==> src/rtl/fab_uart_rx.sv <==
// fab_uart_rx: 16x-oversampled UART receiver with a valid/ready FIFO and sticky error flags.
// Define PARITY_CHECK_EN for 8E1/8O1 framing (sense from PARITY_ODD); default is 8N1.
module fab_uart_rx #(
  parameter int BAUD_DIV   = 27,
  parameter int FIFO_DEPTH = 4,
  parameter bit PARITY_ODD = 1'b0
) (
  input  logic       CLK_BASE,
  input  logic       FAB_RESET,
  input  logic       RXD,
  output logic [7:0] RX_DATA,
  output logic       RX_VALID,
  input  logic       RX_READY,
  output logic       RX_BUSY,
  output logic       FRAMING_ERR,
  output logic       OVERRUN,
  output logic       PARITY_ERR,
  input  logic       ERR_CLR
);
  localparam int AW = $clog2(FIFO_DEPTH);
`ifdef PARITY_CHECK_EN
  typedef enum logic [2:0] {IDLE, START, DATA, PARITY, STOP, BREAK} state_t;
`else
  typedef enum logic [2:0] {IDLE, START, DATA, STOP, BREAK} state_t;
`endif
  state_t state, state_n;
  logic rxd_m, rxd_s, tick, mid, bit_end;
  logic clr, shift, push, fe_set, pop, full, wr;
  logic [15:0] tcnt;
  logic [3:0] scnt;
  logic [2:0] bidx;
  logic [7:0] shreg;
  logic [AW:0] wp, rp;
  logic [7:0] mem [FIFO_DEPTH];
  assign tick = tcnt == 16'(BAUD_DIV - 1);
  assign mid = tick && scnt == 4'd7;
  assign bit_end = tick && scnt == 4'd15;
  assign RX_BUSY = state != IDLE;
  assign RX_VALID = wp != rp;
  assign RX_DATA = mem[rp[AW-1:0]];
  assign full = (wp[AW] != rp[AW]) && (wp[AW-1:0] == rp[AW-1:0]);
  assign pop = RX_VALID && RX_READY;
  assign wr = push && (!full || pop);
`ifdef PARITY_CHECK_EN
  logic pe_set;
`endif
  always_comb begin
    state_n = state;
    shift = 1'b0;
    push = 1'b0;
    fe_set = 1'b0;
`ifdef PARITY_CHECK_EN
    pe_set = 1'b0;
`endif
    case (state)
      IDLE:  state_n = rxd_s ? IDLE : START;
      START: if (mid) state_n = rxd_s ? IDLE : DATA;
      DATA: if (bit_end) begin
        shift = 1'b1;
`ifdef PARITY_CHECK_EN
        if (bidx == 3'd7) state_n = PARITY;
`else
        if (bidx == 3'd7) state_n = STOP;
`endif
      end
`ifdef PARITY_CHECK_EN
      PARITY: if (bit_end) begin
        pe_set = rxd_s != (^shreg ^ PARITY_ODD);
        state_n = STOP;
      end
`endif
      STOP: if (bit_end) begin
        push = rxd_s;
        fe_set = !rxd_s;
        state_n = rxd_s ? IDLE : BREAK;
      end
      BREAK:   state_n = rxd_s ? IDLE : BREAK;
      default: state_n = IDLE;
    endcase
  end
  // any state change restarts the oversample count for the new bit
  assign clr = state_n != state;
  always_ff @(posedge CLK_BASE or posedge FAB_RESET)
    if (FAB_RESET) state <= IDLE;
    else state <= state_n;
  always_ff @(posedge CLK_BASE or posedge FAB_RESET) begin
    if (FAB_RESET) begin
      rxd_m <= 1'b1;
      rxd_s <= 1'b1;
      tcnt <= '0;
      scnt <= '0;
      bidx <= '0;
      shreg <= '0;
      FRAMING_ERR <= 1'b0;
      OVERRUN <= 1'b0;
    end else begin
      rxd_m <= RXD;
      rxd_s <= rxd_m;
      tcnt <= tick ? '0 : tcnt + 16'd1;
      scnt <= clr ? 4'd0 : tick ? scnt + 4'd1 : scnt;
      if (clr && state_n == DATA) bidx <= '0;
      else if (shift) bidx <= bidx + 3'd1;
      if (shift) shreg <= {rxd_s, shreg[7:1]};
      FRAMING_ERR <= fe_set || (FRAMING_ERR && !ERR_CLR);
      OVERRUN <= (push && !wr) || (OVERRUN && !ERR_CLR);
    end
  end
`ifdef PARITY_CHECK_EN
  always_ff @(posedge CLK_BASE or posedge FAB_RESET)
    if (FAB_RESET) PARITY_ERR <= 1'b0;
    else PARITY_ERR <= pe_set || (PARITY_ERR && !ERR_CLR);
`else
  assign PARITY_ERR = 1'b0;
`endif
  always_ff @(posedge CLK_BASE or posedge FAB_RESET) begin
    if (FAB_RESET) begin
      wp <= '0;
      rp <= '0;
      for (int i = 0; i < FIFO_DEPTH; i++) mem[i] <= '0;
    end else begin
      if (wr) begin
        mem[wp[AW-1:0]] <= shreg;
        wp <= wp + 1'b1;
      end
      if (pop) rp <= rp + 1'b1;
    end
  end
endmodule

==> config.mk <==
export PLATFORM = sky130hd
export DESIGN_NAME = fab_uart_rx
export DESIGN_NICKNAME = d
export VERILOG_FILES = /design/src/rtl/fab_uart_rx.sv
export SDC_FILE = /design/constraint.sdc
export NUM_CORES = 1
export LEC_CHECK = 0
export ABC_CLOCK_PERIOD_IN_PS = 2230
export BUFFER_PORTS_ARGS = -buffer_cell sky130_fd_sc_hd__buf_2
export CELL_PAD_IN_SITES_DETAIL_PLACEMENT = 0
export CELL_PAD_IN_SITES_GLOBAL_PLACEMENT = 1
export CORE_MARGIN = 3
export CORE_UTILIZATION = 47
export CTS_BUF_LIST = sky130_fd_sc_hd__clkbuf_4
export CTS_CLUSTER_DIAMETER = 40
export DETAILED_ROUTE_END_ITERATION = 7
export PLACE_DENSITY = 0.83
export SYNTH_ARGS = -nofsm -noshare
export SYNTH_HDL_FRONTEND = slang
export SYNTH_SLANG_ARGS = --single-unit
==> constraint.sdc <==
create_clock -name CLK_BASE -period 2.23 [get_ports CLK_BASE]
set_input_delay 0.223 -clock CLK_BASE [delete_from_list [all_inputs] [get_ports CLK_BASE]]
set_output_delay 0.223 -clock CLK_BASE [all_outputs]
set_load 0.01 [all_outputs]
==> qor.yml <==
finish:
  drive_above_1_share_pct: 36.0
  fin_nets: 357
  post-route-cell-area_um2: 4420
  antenna_cells: 0
  area_growth_pct: 16.4
synth:
  yosys_warnings: 0
  avgSynthCellArea_um2: 12.9
  seq_area_frac_synth_pct: 50.1
  syn_inst: 295
  synth_cell_types: 49
  syn_area_um2: 3800
  ys_seq_elements: 76
  ys.flop_type: "dfrtp_1"
  syn_nets: 310
  synth-edff-count: 0
  async_flop_share_pct: 100
setup_path:
  arrival_ps: 2400
  regToRegStartpoint: "tcnt[0]"
  crit_start: "tcnt[0]"
  endpoint_kind: "flop"
  critPathKind: "flop to flop"
  reg2reg_setup_slack_ps: 110
  slowest_stage: "or3b_4"
  max_stage_delay_ps: 420
  cp_common_cell: "buf_4"
  start_kind: "flop"
  reg2reg_depth: 8
  cp_data_required_time_ps: 2510
  crit_path_cell_trace: "inv_1, ha_1, or3b_4, or3_4, buf_4, o21ai_0, buf_4, a222oi_1"
  r2r-end: "scnt[1]"
  cp_max_fo: 4
die:
  die_y_um: 95.9
  dieArea_um2: 9200
  fp.coreArea_um2: 7770
  io_pins: 18
  die_w_um: 95.9
  initial_utilization_pct: 48.9
  row_count: 32
drt:
  wirelength_um: 7230
  viasPerCell: 5.57
  initialDrtViolationCount: 104
  dr.pass1.iters: 5
  drc: 0
  vias: 2502
  routedWlPerCell_um: 16.1
  antenna_left: 0
timing:
  fmax_mhz: 473
  setup_viol: 0
  worstMarginPinSlew_ps: 650
  finalCriticalPeriod_ps: 2120
  hold_viol: 0
  slew_viol_final: 0
  finalWorstSetupSlack_ps: 115
  hold_ws_ps: 105
  slew_headroom_pct: 56.6
  finalCritPeriodShare_pct: 94.9
  fin_skew_ps: 17.4
global_routing:
  grt_max_degree: 44
  grt_pass1_wl_um: 12400
  grtUsageTotal_pct: 17.7
  grt_pass1_vias: 2517
  antenna_found_initial: 0
  grt.overflow.total: 0
min_path:
  worst_hold_path.num_cells: 3
  hold_start: "RX_READY"
  min_to: "rp[2]"
  min-delay-path-class: "primary input to flop"
clocking:
  htree_levels: 3
  clkSinkCount: 76
  post_cts_buffers: 0
  clockBufferDepth: 2
  root_buffer: "clkbuf_4"
  cts_inserted_buffers: 9
  cts_tree: "done"
  path_clk_slew_ps: 130
  clk_latency_ps: 430
power_and_ir_drop:
  peakVddDrop_mv: 0.443
  p_per_area_nw_per_um2: 644
  p_leak_uw: 0.00203
outcome:
  status: "finished clean"
place:
  placed_cell_area_um2: 4210
  dp_hpwl_um: 4960
  gp_congestion: 0.767
  portBuffers: 16
  place_ws_ps: 56.9
job:
  maxCapViolCount: 0
==> critical path, delay by kind of cell, from the launching register on <==
| kind | cells | cell delay, ps |
|---|---|---|
| AOI/OAI and AO/OA | 2 | 240 |
| adders and majority gates | 1 | 150 |
| buffers and inverters | 3 | 360 |
| DFF | 1 | 400 |
| and+or+nand+nor | 2 | 840 |
==> worst max path at each step <==
stage | to | slack (ps) | cells past startpoint
after floorplan | wp[1] | 9 | 7
after global placement | wp[1] | 80 | 6
after detailed placement | wp[1] | 60 | 6
after CTS | wp[1] | 60 | 6
after global routing | scnt[3] | -6 | 6
final | scnt[1] | 110 | 8
==> synth_stat cells (5+ instances only) <==
cell type,count,area [µm²]
mux2_2,34,383
ha_1,10,125
dfrtp_1,74,1850
xor2_1,9,78.8
o21ai_0,5,25.0
mux2_4,8,120
nor2_1,10,37.5
nand3_1,14,70.1
inv_1,10,37.5
a21oi_1,6,30.0
or3_1,5,31.3
and3_1,5,31.3
clkbuf_1,5,18.8
mux4_2,8,180
nand2_1,16,60.1
nand4_1,8,50.1
xnor2_1,17,149
==> power breakdown <==
part           internal, µW  switching [µW]
clock network           476             538
logic                   168             212
registers              1410            44.8
==> cells by family after synthesis <==
| logic type | share of synthesized area [%] |
|---|---|
| compound gates | 5.63 |
| fa+ha+maj | 3.29 |
| other cells | 0.0987 |
| xor+xnor | 5.99 |
| buf+inv | 2.21 |
| flops | 50.1 |
| mux | 18.0 |
| simple gates | 14.7 |
==> placed cells by master (no fill, tap or decap), drive strengths merged, types with 4 or more instances in the layout <==
cell / instances
buf: 42
o21ai: 5
inv: 14
mux4: 8
a41oi: 4
nand4: 11
ha: 10
nand3: 14
xor2: 9
xnor2: 17
mux2: 42
nor4: 6
nor3: 4
dfrtp: 74
clkbuf: 9
and3: 5
nor2: 10
a21oi: 6
or3: 5
nand2: 16
==> final cells by class <==
type | instances | area, µm²
inverters | 10 | 37.5
clock inverters | 7 | 106
clock buffers | 9 | 67.6
well taps | 102 | 128
repair buffers | 45 | 343
multi-input cells | 200 | 1840
flip-flops and latches | 76 | 1900
fillers | 654 | 3340
==> repair_timing <==
action                                  4_1_cts  5_1_grt
hold endpoints to repair                     30        0
hold buffers                                  3        0
endpoints found under the setup margin        0        4
resized for setup                             0        2
==> layer usage <==
layer | vias to the layer above | global-route usage [%] | share of wire, %
met5 | - | 0 | 0
met4 | 0 | 4.98 | 1.1
met3 | 11 | 4.93 | 3.5
met2 | 38 | 30.1 | 51
met1 | 1252 | 22.2 | 45
li1 | 1201 | - | -
==> through the flow <==
step	std cells	TNS, ps	util (%)	power [µW]
after floorplan	295	0	-	1760
after global placement	430	0	54.2	1850
after detailed placement	430	0	54.2	1860
after CTS	449	0	56.8	2880
after global routing	449	-6.01	56.9	2990
final	449	0	56.9	2850
==> flip-flops by register name, summed over array words and instances (netlist names) <==
| signal | cells |
|---|---|
| rxd_m | 1 |
| OVERRUN | 1 |
| state | 3 |
| FRAMING_ERR | 1 |
| bidx | 3 |
| mem | 32 |
| shreg | 8 |
| rxd_s | 1 |
| rp | 3 |
| tcnt | 16 |
| scnt | 4 |
| wp | 3 |
Power figures use the tool's default switching activity.
